**config.mk**
```make
export PLATFORM = sky130hd
export DESIGN_NAME = vga_fb_scaler
export DESIGN_NICKNAME = d
export VERILOG_FILES = /design/src/rtl/vga_fb_scaler.sv
export SDC_FILE = /design/constraint.sdc
export NUM_CORES = 1
export LEC_CHECK = 0
export ABC_AREA = 1
export ABC_CLOCK_PERIOD_IN_PS = 12600
export CAP_MARGIN = 20
export CORE_UTILIZATION = 61
export DETAILED_ROUTE_END_ITERATION = 10
export GPL_TIMING_DRIVEN = 0
export PLACE_DENSITY = 0.85
export REMOVE_ABC_BUFFERS = 1
export SLEW_MARGIN = 10
export SYNTH_ARGS = -nofsm -noshare
export SYNTH_HDL_FRONTEND = slang
export SYNTH_SLANG_ARGS = --single-unit
```
**constraint.sdc**
```tcl
create_clock -name i_clk -period 12.6 [get_ports i_clk]
set_clock_uncertainty 0.1 [all_clocks]
set_input_delay 2.52 -clock i_clk [delete_from_list [all_inputs] [get_ports i_clk]]
set_output_delay 2.52 -clock i_clk [all_outputs]
set_load 0.01 [all_outputs]
```
**src/rtl/vga_fb_scaler.sv**
```systemverilog
// Pixel fetch pipeline between the VGA timing driver and the framebuffer read port.
// Applies integer zoom and placement offset, then palette-expands pixels to RGB444.
module vga_fb_scaler #(
    parameter int unsigned FB_W   = 160,
    parameter int unsigned FB_H   = 120,
    parameter int unsigned AW     = 15,
    parameter int unsigned DW     = 3,
    parameter int unsigned RD_LAT = 1,
    parameter int unsigned SCR_W  = 640,
    parameter int unsigned SCR_H  = 480
) (
    input  logic          i_clk,
    input  logic          i_rst,
    input  logic [9:0]    i_pos_x,
    input  logic [8:0]    i_pos_y,
    input  logic          i_pos_valid,
    input  logic [1:0]    i_scale,
    input  logic [9:0]    i_off_x,
    input  logic [8:0]    i_off_y,
    input  logic [11:0]   i_border_rgb,
    input  logic          i_pal_we,
    input  logic [DW-1:0] i_pal_addr,
    input  logic [11:0]   i_pal_data,
    output logic [AW-1:0] o_fb_addr,
    input  logic [DW-1:0] i_fb_data,
    output logic [11:0]   o_pix_rgb,
    output logic          o_pix_valid,
    output logic          o_frame_done
);

    localparam int unsigned PAL_N = 2 ** DW;

    // Reset palette: each index bit drives one colour channel at full intensity.
    function automatic logic [11:0] pal_init(input int unsigned idx);
        logic [2:0] b;
        for (int unsigned k = 0; k < 3; k++) begin
            b[k] = (k < DW) ? idx[k] : 1'b0;
        end
        return {{4{b[2]}}, {4{b[1]}}, {4{b[0]}}};
    endfunction

    // Shadow controls, reloaded only at frame boundaries
    logic [1:0]  r_scale;
    logic [9:0]  r_off_x;
    logic [8:0]  r_off_y;
    logic        r_load;

    logic [11:0] r_pal [PAL_N];

    logic        r_a_inside;
    logic        r_a_valid;
    logic        r_a_last;
    logic [11:0] r_a_border;

    logic        r_dl_inside [RD_LAT];
    logic        r_dl_valid  [RD_LAT];
    logic        r_dl_last   [RD_LAT];
    logic [11:0] r_dl_border [RD_LAT];

    logic [1:0]  w_s;
    logic [12:0] w_ext_w;
    logic [11:0] w_ext_h;
    logic [12:0] w_x_end;
    logic [11:0] w_y_end;
    logic        w_inside;
    logic        w_last;
    logic [9:0]  w_dx;
    logic [8:0]  w_dy;
    logic [9:0]  w_fx;
    logic [8:0]  w_fy;
    logic [31:0] w_addr_full;

    assign w_s     = (r_scale == 2'd3) ? 2'd2 : r_scale;
    assign w_ext_w = 13'(FB_W) << w_s;
    assign w_ext_h = 12'(FB_H) << w_s;
    assign w_x_end = {3'b000, r_off_x} + w_ext_w;
    assign w_y_end = {3'b000, r_off_y} + w_ext_h;

    assign w_inside = i_pos_valid
                    && (i_pos_x >= r_off_x) && ({3'b000, i_pos_x} < w_x_end)
                    && (i_pos_y >= r_off_y) && ({3'b000, i_pos_y} < w_y_end);

    assign w_last = i_pos_valid && (32'(i_pos_x) == SCR_W - 1) && (32'(i_pos_y) == SCR_H - 1);

    assign w_dx        = i_pos_x - r_off_x;
    assign w_dy        = i_pos_y - r_off_y;
    assign w_fx        = w_dx >> w_s;
    assign w_fy        = w_dy >> w_s;
    assign w_addr_full = 32'(w_fy) * FB_W + 32'(w_fx);

    always_ff @(posedge i_clk) begin
        if (i_rst) begin
            r_scale <= 2'd0;
            r_off_x <= 10'd0;
            r_off_y <= 9'd0;
            r_load  <= 1'b1;
        end else begin
            r_load <= 1'b0;
            if (r_load || o_frame_done) begin
                r_scale <= i_scale;
                r_off_x <= i_off_x;
                r_off_y <= i_off_y;
            end
        end
    end

    // Read-before-write falls out of the registered lookup in Stage C.
    always_ff @(posedge i_clk) begin
        if (i_rst) begin
            for (int unsigned i = 0; i < PAL_N; i++) begin
                r_pal[i] <= pal_init(i);
            end
        end else if (i_pal_we) begin
            r_pal[i_pal_addr] <= i_pal_data;
        end
    end

    always_ff @(posedge i_clk) begin
        if (i_rst) begin
            o_fb_addr  <= '0;
            r_a_inside <= 1'b0;
            r_a_valid  <= 1'b0;
            r_a_last   <= 1'b0;
            r_a_border <= 12'h000;
        end else begin
            o_fb_addr  <= w_inside ? w_addr_full[AW-1:0] : '0;
            r_a_inside <= w_inside;
            r_a_valid  <= i_pos_valid;
            r_a_last   <= w_last;
            r_a_border <= i_border_rgb;
        end
    end

    // Flags ride alongside the RAM read so they line up with fb_data.
    always_ff @(posedge i_clk) begin
        if (i_rst) begin
            for (int unsigned i = 0; i < RD_LAT; i++) begin
                r_dl_inside[i] <= 1'b0;
                r_dl_valid[i]  <= 1'b0;
                r_dl_last[i]   <= 1'b0;
                r_dl_border[i] <= 12'h000;
            end
        end else begin
            r_dl_inside[0] <= r_a_inside;
            r_dl_valid[0]  <= r_a_valid;
            r_dl_last[0]   <= r_a_last;
            r_dl_border[0] <= r_a_border;
            for (int unsigned i = 1; i < RD_LAT; i++) begin
                r_dl_inside[i] <= r_dl_inside[i-1];
                r_dl_valid[i]  <= r_dl_valid[i-1];
                r_dl_last[i]   <= r_dl_last[i-1];
                r_dl_border[i] <= r_dl_border[i-1];
            end
        end
    end

    always_ff @(posedge i_clk) begin
        if (i_rst) begin
            o_pix_rgb    <= 12'h000;
            o_pix_valid  <= 1'b0;
            o_frame_done <= 1'b0;
        end else begin
            o_pix_valid  <= r_dl_valid[RD_LAT-1];
            o_frame_done <= r_dl_valid[RD_LAT-1] && r_dl_last[RD_LAT-1];
            if (!r_dl_valid[RD_LAT-1]) begin
                o_pix_rgb <= 12'h000;
            end else if (r_dl_inside[RD_LAT-1]) begin
                o_pix_rgb <= r_pal[i_fb_data];
            end else begin
                o_pix_rgb <= r_dl_border[RD_LAT-1];
            end
        end
    end

endmodule
```
# == Word level (Yosys, flattened, before mapping) ==
# Memories as Yosys holds them, arrays and structs flattened.
# Index checks and enable logic that the tools add are counted.
# word_totals
ramBits,111
mem_count,5
out_inout_bits,29
input_bits,74
wordCells,70
ff_bits,66
# mem_list
name,words,width,read_ports,rd_ports_with_merged_regs,write_ports,line,text
r_pal,8,12,1,0,8,48,logic [11:0] r_pal [PAL_N];
r_dl_border,1,12,1,0,1,58,logic [11:0] r_dl_border [RD_LAT];
r_dl_inside,1,1,1,0,1,55,logic r_dl_inside [RD_LAT];
r_dl_last,1,1,1,0,1,57,logic r_dl_last [RD_LAT];
r_dl_valid,1,1,1,0,1,56,logic r_dl_valid [RD_LAT];
# op_classes
n_reduce_logical,15
order_cmp,4
n_shift,4
n_mul,1
add_sub_neg,5
eq_ne,3
muxes,19
bitwise_logic,2
# ops
operator,n
12-bit two-way mux,3
12-bit OR reduction,2
15-bit by 10-bit adder with 15-bit output,1
1-bit two-way mux,14
10-bit by 13-bit adder with 13-bit output,1
10-bit by 13-bit less-than comparator with 1-bit output,1
"8-bit by 2-bit left shift with 13-bit output, first input constant",1
9-bit by 12-bit adder with 12-bit output,1
9-bit by 12-bit less-than comparator with 1-bit output,1
"7-bit by 2-bit left shift with 12-bit output, first input constant",1
"10-bit == test, second input constant",1
10-bit greater-or-equal comparator,1
"9-bit by 3-bit multiplier with 10-bit output, second input constant",1
10-bit by 2-bit right shift with 10-bit output,1
10-bit subtractor,1
"9-bit == test, second input constant",1
9-bit greater-or-equal comparator,1
9-bit by 2-bit right shift with 9-bit output,1
9-bit subtractor,1
1-bit logical AND,7
2-bit OR reduction,2
3-bit two-way mux,1
1-bit OR reduction,3
"2-bit == test, second input constant",1
3 further kinds,4

# == Longest topological paths before layout ==
# depth
ltp_word,10
depth_mapped,25
mapped_depth_nobuf,25

# == Worst setup path before layout ==
# No wires, ideal clock.
# synth_path
path_type,input to register
start,in i_pos_y[0]
end,reg o_fb_addr[14]
stages,22
t_arrival_ns,5.894
path_buffers,0
path_slack_ns,6.536
setup_ns,0.070
path_cell_list,inv_1 > ha_1 > fa_1 > inv_1 > nand2_1 > nand2_1 > nand2_1 > xnor2_1 > o22ai_1 > a31oi_1 > ha_1 > ha_1 > fa_1 > ha_1 > nand2_1 > o21ai_0 > nor2_1 > nor2_1 > nand2_1 > nor2_1 > nand3_1 > a21oi_1
# synth_via
elab_chain_cells,5
elab_cells_between_ends,10
# synth_lines
element,line,text
start: declaration,15,"input logic [8:0] i_pos_y,"
branches (longest 5 deep; another with 15-bit by 10-bit adder with 15-bit output),n/a,
end signal: assignment,126,o_fb_addr <= w_inside ? w_addr_full[AW-1:0] : '0;
end: declaration,24,"output logic [AW-1:0] o_fb_addr,"
# Several ways; the timed one is not identified.
# A chain may end at the register's enable or synchronous reset.

# == Worst setup path after layout ==
# Ends and elaborated chain as after synthesis.

==> results.txt <==
The pre-antenna-repair detailed-routing pass consisted of 10 iterations. For the worst setup path, the data arrival time is between 7000 and 8000 ps. The total of warnings raised by yosys is 0.

The synthesized netlist contains 46 unique library cells. The capture point of the worst path is o_fb_addr[14]. The number of violations of the max-capacitance limit came out at 0. The kind of start point of the critical path is an input port.

The origin of the critical flop-to-flop path is r_off_y[0]. In this run the worst setup path begins at i_pos_y[0]. TritonCTS built the clock tree. After clock tree synthesis, the setup repair step added 0 buffers. For this run, the number of standard cells in the final layout without fillers is approximately 1400. The height of the die came out at 125 um. The initial antenna violation count is 0. The tree built by TritonCTS fans out to around 180 sinks. The depth of the CTS H-tree is 4. The setup TNS came out at 0 ps. The worst setup path is captured at a register.

In this run the worst hold path is classified as reg2reg. The power per cell area came out at 151 nW/um2. Across the VDD grid, the largest voltage drop is 175 uV. The initial standard-cell utilization of the core came out at a little over three fifths.

The total number of vias is between 7000 and 8000. At the end of routability-driven placement, the weighted congestion stood at 0.876. The part of the cycle the worst path needs came out at a little over half. The most common cell after layout, fill and taps aside is sky130_fd_sc_hd__nand2_1.

The capturing point of the worst reg2reg path is o_fb_addr[14]. The prevailing post-synth register cell is sky130_fd_sc_hd__edfxtp_1. Clock-pin slew was measured on the worst setup and hold paths at 70 ps. The fill cell instance count of the final layout is 977.

Port buffering added about 100 buffers. Entering global routing, the biggest net connects 73 pins. The number of hold-slack violations in the final timing report came out at 0.

The cell count of the worst reg-to-reg path came out at 21. For this run, design rule violations remaining after detail routing come to 2. The area of the placeable core is roughly 15000 um2. The number of buffers on the longest clock path is 2.

The final critical path time including I/O delays and setup is 6800 ps. The total placed cells including tap cells came out at 1318. The average wire per cell in the routed design came out at about 17 um. Setup repair after global routing left no endpoint under its margin. The share of cells above drive strength 1 is 4.96%. The overall die width is ~130 um. For this run, asynchronously set or reset flops after synthesis account for 0%.

After detailed routing, the number of vias per cell comes to 5.67. The checks that failed: design-rule violations. The maximum fanout along the worst path is 4. The worst setup path category is in2reg. The minimum hold slack is 303 ps.

The final wirelength is about 23000 um. The library cells used most frequently in the layout, excluding fill and tap cells, are sky130_fd_sc_hd__nand2_1 (176), sky130_fd_sc_hd__inv_1 (152), sky130_fd_sc_hd__nor2_1 (136). The highest clock frequency the design can meet is between 100 and 150 MHz.

The count of cells resized by post-cts repair came out at 0. The global-route wire length before repair is about 37000 um. The number of enable flip-flop cells after synthesis came out at 96. The total clock buffers created by CTS came out at 17. Total power for the finished layout comes to 1.66 mW. The worst endpoint required time is around 13000 ps. The net count of the finished layout is between 1000 and 1500.

The total global-route track usage came out at between 30% and 40%. The placed wire-length estimate is approximately 16000 um. The total congestion overflow after global routing is 0. 0 antenna diodes ended up in the layout. The number of hold-repair buffers added at the cts stage came out at 0. The number of global-route vias before repair came out at between 7000 and 8000. The count of nets left with antenna violations once routing finished came out at 0. The source-to-sink clock delay at the later pin of the worst-skew pair is roughly 440 ps. Setup violations remaining at the end of the flow were counted as 0. The synthesized area per cell came out at roughly 8.7 um2. Relative to the synthesized area, the layout overhead comes to 19.1%. Summing the sequential cell areas from Yosys gives about half of the chip area. The flop-to-flop setup slack came out at ~8000 ps. The die covers 15700 um2. The combined area of all synthesized cells came out at just over 9000 um2. The first-iteration detailed-routing DRC count is roughly 750. The flow ran to the end, but the final reports show violations. The static leakage is about 4.8 nW. The synthesized instance count is between 1000 and 1500. The number of standard-cell rows in the floorplan came out at 44. The number of synthesized register bits came out at about 180.

The worst-margin pin slew came out at 1060 ps. The number of placed I/O pins is 103. The final max-slew violation count is 0.

The post-layout utilization of the core came out at between 70% and 80%. The cell sitting at the root of the clock tree is a sky130_fd_sc_hd__clkbuf_16. The max-slew headroom at the worst pin came out at ~29%.
==> layout make-up <==
type	instances	area [um2]	area share, %
clock inverters	10	104	0.942
repair buffers	106	1060	9.65
well taps	184	230	2.09
clock buffers	22	518	4.70
inverters	157	589	5.34
flip-flops and latches	177	4500	40.9
multi-input cells	697	4020	36.4
==> stage by stage <==
stage	area [um2]	setup WS [ps]
after floorplan	9100	6520
after global placement	10400	5540
after detailed placement	10400	5470
after CTS	11000	5860
after global routing	11000	5380
final	11000	5800
==> worst max-delay path, stage by stage <==
cell	delay [ps]
sky130_fd_sc_hd__clkdlybuf4s50_1	530
sky130_fd_sc_hd__inv_1	60
sky130_fd_sc_hd__ha_1	220
sky130_fd_sc_hd__fa_1	400
sky130_fd_sc_hd__inv_1	90
sky130_fd_sc_hd__nand2_1	70
sky130_fd_sc_hd__nand2_1	90
sky130_fd_sc_hd__nand2_1	100
sky130_fd_sc_hd__xnor2_1	280
sky130_fd_sc_hd__o22ai_1	120
sky130_fd_sc_hd__a31oi_1	270
sky130_fd_sc_hd__ha_1	290
sky130_fd_sc_hd__ha_1	250
sky130_fd_sc_hd__fa_1	470
sky130_fd_sc_hd__ha_1	370
sky130_fd_sc_hd__nand2_1	80
sky130_fd_sc_hd__o21ai_0	200
sky130_fd_sc_hd__nor2_1	110
sky130_fd_sc_hd__nor2_1	90
sky130_fd_sc_hd__nand2_1	70
sky130_fd_sc_hd__nor2_1	140
sky130_fd_sc_hd__nand3_1	90
sky130_fd_sc_hd__a21oi_1	160
==> Yosys cell counts (23+ instances only) <==
cell type / n / area, um2
sky130_fd_sc_hd__inv_1: 152 / 571
sky130_fd_sc_hd__mux2i_1: 24 / 240
sky130_fd_sc_hd__nor2_1: 137 / 514
sky130_fd_sc_hd__ha_1: 58 / 726
sky130_fd_sc_hd__dfxtp_1: 81 / 1620
sky130_fd_sc_hd__o21ai_0: 87 / 435
sky130_fd_sc_hd__clkbuf_1: 27 / 101
sky130_fd_sc_hd__edfxtp_1: 96 / 2880
sky130_fd_sc_hd__nand2_1: 176 / 661
sky130_fd_sc_hd__a21oi_1: 88 / 440
sky130_fd_sc_hd__nand3_1: 23 / 115
==> power breakdown <==
group          leakage (nW)  switching (mW)  total, mW  internal, mW
combinational          2.85           0.283      0.461         0.177
clock                 0.307           0.245      0.547         0.302
sequential             1.61          0.0132      0.653         0.640
total                  4.76           0.541       1.66          1.12
==> sequential cells by signal (all words and copies together) (netlist names), 2 cells and up <==
| name | flops |
|---|---|
| r_off_y | 9 |
| r_dl_border | 12 |
| o_pix_rgb | 12 |
| o_fb_addr | 15 |
| r_scale | 2 |
| r_off_x | 10 |
| r_a_border | 12 |
| r_pal | 96 |
==> metal layers <==
metal	track usage, %	vias up	wire, um
met2	53.4	361	11400
met5	0	-	0
met3	5.52	73	1610
li1	-	3687	-
met4	14.5	0	828
met1	36.0	3550	8870
==> logic make-up (layout without fill, tap and decap cells) <==
kind of cell	count (synthesis)	after routing	synth area share [%]
other cells	1	1	0.0405
flops	177	177	48.7
xor+xnor	24	24	2.27
mux	24	24	2.59
compound gates	211	211	12.2
buf+inv	193	295	8.04
simple gates	373	373	17.1
fa+ha+maj	64	64	9.14
==> how the worst min path moves through the flow <==
stage,slack [ps],cells after the start,to,start
floorplan,290,2,r_dl_border[0][0],r_a_border[0]
global placement,290,2,r_dl_last[0],r_a_last
detailed placement,290,2,r_dl_border[0][9],r_a_border[9]
CTS,300,2,r_dl_border[0][9],r_a_border[9]
global route,310,2,r_dl_border[0][11],r_a_border[11]
finish,300,2,r_dl_border[0][9],r_a_border[9]
No activity file was read; power rests on OpenSTA's default activity.
==> variant 1 (config.mk and constraints unchanged) <==
Take the reset off `o_fb_addr` and load it in a clocked block of its own.
--- a/src/rtl/vga_fb_scaler.sv
+++ b/src/rtl/vga_fb_scaler.sv
@@ -119,3 +119,2 @@
         if (i_rst) begin
-            o_fb_addr  <= '0;
             r_a_inside <= 1'b0;
@@ -125,3 +124,2 @@
         end else begin
-            o_fb_addr  <= w_inside ? w_addr_full[AW-1:0] : '0;
             r_a_inside <= w_inside;
@@ -131,2 +129,6 @@
         end
+    end
+
+    always_ff @(posedge i_clk) begin
+        o_fb_addr <= w_inside ? w_addr_full[AW-1:0] : '0;
     end
Function: changed (Yosys sat finds a counterexample within 4 cycles, from zero or initial values and one cycle with i_rst high).
==> variant 1 against the original RTL <==
- total power down 0.62%
- sequential power about the same
- largest cell class unchanged
- sequential cell count unchanged
- worst setup slack worse by 0.00096 ns
- design area up 0.68%
- wire length down 3.9%
- sequential share of layout area down 0.28 points
- critical path depth up 2
- clock power down 4.9%
- combinational power up 3%
- synthesized cell count up 2.2%
- area after synthesis up 1.2%
==> variant 1: results (changes against the original RTL) <==
metric,value,unit,change
grt_max_degree,73,,unchanged
synth_commonest_cells,"nand2_1, inv_1, nor2_1",,
grt_pass1_wl,35300,um,-3.9%
intPower,0.00110,W,-2.1%
status,"finished, final reports clean",,
whs,0.305,ns,+0.00236 ns
met3_usage,4.72,%,-0.80 points
grt.total_usage,28.9,%,-1.5 points
grtUsageMet2,52.8,%,-0.56 points
met3_length,1270,um,-21%
vdd.ir_drop.worst,0.106,mV,-39%
synth_fa_ha_area_share,9.03,%,-0.10 points
ff2ff_path_depth,19,,-9.5%
synth.area.top_cells,"edfxtp_1, dfxtp_1, ha_1",,
dr.pass1.iters,6,,-4
cp.arrival,7.07,ns,+0.02 ns
wl_met2,11100,um,-2.7%
synth.avg_cell_area,8.59,um^2,-0.97%
min_to,r_dl_border[0][8],,
synth.distinct_cells,48,,+4.3%
r2r_setup_slack,8.02,ns,-0.08 ns
p_leak,4.82,nW,+1.4%
antenna_found_initial,0,,unchanged
vias,7718,,+0.61%
drtIter0Drc,598,,-20%
r2r_start,r_scale[1],,
clk_path_buf_depth,2,,unchanged
grt_pass1_vias,7548,,-1.2%
cts_resized,0,,unchanged
met1_usage,31.1,%,-4.9 points
yosysSeqAreaShare,48.1,%,-0.56 points
hold_path_depth,2,,unchanged
final_nets,1316,,+1.7%
relSlewSlack,28.1,%,-0.86 points
hold_start,r_a_border[8],,
drive_above_1_share,6.05,%,+1.1 points
routedWlPerCell,15.9,um,-5.4%
clkTransAtPathRegs,0.07,ns,about the same
synth_edf_count,96,,unchanged
dp_hpwl,15500,um,-1.4%
critPathMaxStageDelay,0.57,ns,+0.04 ns
viasPerCell,5.61,,-1.0%
wl_met1,8360,um,-5.8%
dpl_worst_slack,5.49,ns,+0.0182 ns
min_path_type,flip-flop to flip-flop,,
place_congestion,0.920,,+5.1%
synthMuxAreaShare,2.57,%,-0.030 points
r2r-end,o_fb_addr[14],,
startpoint,i_pos_y[0],,
synth_xor_area_share,1.96,%,-0.31 points
post-route-period-util,54.0,%,about the same
synth_compound_area_share,11.8,%,-0.33 points
place_area,10500,um^2,+1.0%
-- variant 1: changes by cell type in the layout (fill, tap and decap cells not counted), sizes merged, moves of 4 or more --
cell    before  now
nand2      177  190
inv        160  172
nand3       24   33
nor2       150  141
nand4        7   14
clkbuf      22   17
nor3         2    6
-- variant 1: kinds of logic after synthesis --
logic type	after synthesis
buffers and inverters	202
other	1
DFF	177
xor gates and xnor gates	21
muxes	24
adders and majority gates	64
AOI/OAI and AO/OA	206
and+or+nand+nor	395
-- variant 1: final cells by class --
class | count | area, um^2
clock buffers | 17 | 425
clock inverters | 15 | 166
fillers | 1057 | 3650
inverters | 166 | 623
multi-input cells | 711 | 4090
flip-flops and latches | 177 | 4500
well taps | 184 | 230
repair buffers | 105 | 1060
-- variant 1: power by group through the flow --
stage	clock (W)	sequential, W	combinational [W]
after floorplan	0	0.000667	0.000336
after global placement	0	0.000665	0.000450
after detailed placement	0	0.000667	0.000464
after CTS	0.000519	0.000654	0.000471
after global routing	0.000541	0.000658	0.000537
final	0.000520	0.000655	0.000475
==> variant 2 (same flow settings) <==
Made on the original files. Set the parameter `RD_LAT` to 2 (it was 1).
--- a/src/rtl/vga_fb_scaler.sv
+++ b/src/rtl/vga_fb_scaler.sv
@@ -7,3 +7,3 @@
     parameter int unsigned DW     = 3,
-    parameter int unsigned RD_LAT = 1,
+    parameter int unsigned RD_LAT = 2,
     parameter int unsigned SCR_W  = 640,
Formal check against the unedited RTL: not equivalent (a bounded check fails within 4 cycles, from zero or initial values and one cycle with i_rst high).
==> variant 2 against the original RTL <==
- worst setup slack better by 0.064 ns
- design area grew 3.7%
- non-clock buffer count down 3
- sequential cell count rose by 15
- area after synthesis rose by 4.6%
- combinational power is 2% lower
- sequential share of layout area increased by 1.2 points
- total power up 2.2%
- wire length shrank 4.9%
- critical endpoint unchanged
==> variant 2: results (changes against the original RTL) <==
metric,value,unit,change
synth_edf_count,96,,unchanged
p_leak,4.92,nW,+3.3%
vdd.ir_drop.worst,0.103,mV,-41%
viasPerCell,5.38,,-5.1%
grt_pass1_vias,7498,,-1.8%
cts_setup_buffers,0,,unchanged
top_regs,"r_pal: 96 flops, r_dl_border: 24 flops, o_fb_addr: 15 flops",,
grt.total_usage,27.7,%,-2.7 points
drive_above_1_share,5.03,%,+0.067 points
slowest_stage,clkdlybuf4s50_1,,
routedWlPerCell,15.2,um,-9.6%
status,"finished, final reports clean",,
ff2ff_path_depth,17,,-19%
relSlewSlack,26.6,%,-2.4 points
cts_inserted_buffers,17,,unchanged
cp.arrival,6.93,ns,-0.12 ns
yosysSeqAreaShare,49.6,%,+0.94 points
place_congestion,0.914,,+4.4%
ys.flop_type,edfxtp_1,,
path_max_fanout,4,,unchanged
fill_cells,1077,,+10%
final_nets,1338,,+3.4%
synth.distinct_cells,45,,-2.2%
synth_commonest_cells,"nand2_1, inv_1, nor2_1",,
holdBufCountCts,0,,unchanged
drtIter0Drc,554,,-26%
synth.area.top_cells,"edfxtp_1, dfxtp_1, ha_1",,
grt_pass1_wl,34800,um,-5.2%
grt_max_degree,73,,unchanged
intPower,0.00116,W,+3.6%
place_area,10800,um^2,+4.4%
dp_hpwl,15300,um,-3.0%
dr.pass1.iters,5,,-5
variant 2: final cells by class:
cell class                 count  area, um^2  share of cell area (%)
sequential                   192        4800                    42.0
multi-input combinational    712        4080                    35.7
timing repair buffer         103        1020                    8.96
inverter                     174         653                    5.71
clock buffer                  21         504                    4.41
tap                          211         264                    2.31
clock inverter                11         105                   0.919
variant 2: worst max-delay path, delay by kind of cell:
family / cells / cell delay (ns)
AOI/OAI and AO/OA: 3 / 0.41
xor gates and xnor gates: 1 / 0.23
adders and majority gates: 6 / 1.95
buffers and inverters: 4 / 0.77
and+or+nand+nor: 10 / 1.04
variant 2: final timing paths:
kind,slack [ns],start,endpoint
setup reg to reg,7.63,r_scale[1],o_fb_addr[14]
hold / removal,0.30,r_a_border[9],r_dl_border[0][9]
setup / recovery,5.86,i_pos_y[0],o_fb_addr[14]
hold reg to reg,0.30,r_a_border[9],r_dl_border[0][9]
variant 2: metrics by stage:
step	utilization, %	std cells	total power (W)	setup slack (ns)	hold slack (ns)
4_1_cts	74.4	1424	0.00170	5.91	0.304
6_report	74.4	1424	0.00170	5.86	0.301
2_1_floorplan	-	1078	0.00104	6.52	0.288
5_1_grt	74.4	1424	0.00178	5.47	0.311
3_5_place_dp	70.4	1392	0.00116	5.52	0.292
3_3_place_gp	70.3	1391	0.00114	5.57	0.289
variant 2: layer usage:
layer	vias to the layer above	share of wire [%]	track usage, %
met4	0	2.9	12.7
li1	3815	-	-
met5	-	0	0
met3	52	5.5	5.09
met1	3511	40	30.9
met2	285	52	51.1
variant 2: power by group through the flow:
stage	clock [W]	combinational [W]	sequential, W
2_1_floorplan	0	0.000330	0.000711
3_3_place_gp	0	0.000433	0.000711
3_5_place_dp	0	0.000445	0.000713
4_1_cts	0.000547	0.000453	0.000699
5_1_grt	0.000567	0.000509	0.000702
6_report	0.000544	0.000454	0.000699
variant 2: cells by family (layout without fill, tap and decap cells):
kind of cell,count (synthesis),count (layout),synth area share [%]
AOI/OAI and AO/OA,211,211,11.6
xor gates and xnor gates,24,24,2.17
adders and majority gates,64,64,8.73
buffers and inverters,212,309,8.42
DFF,192,192,49.6
muxes,24,24,2.48
other,1,1,0.0387
and+or+nand+nor,388,388,16.9
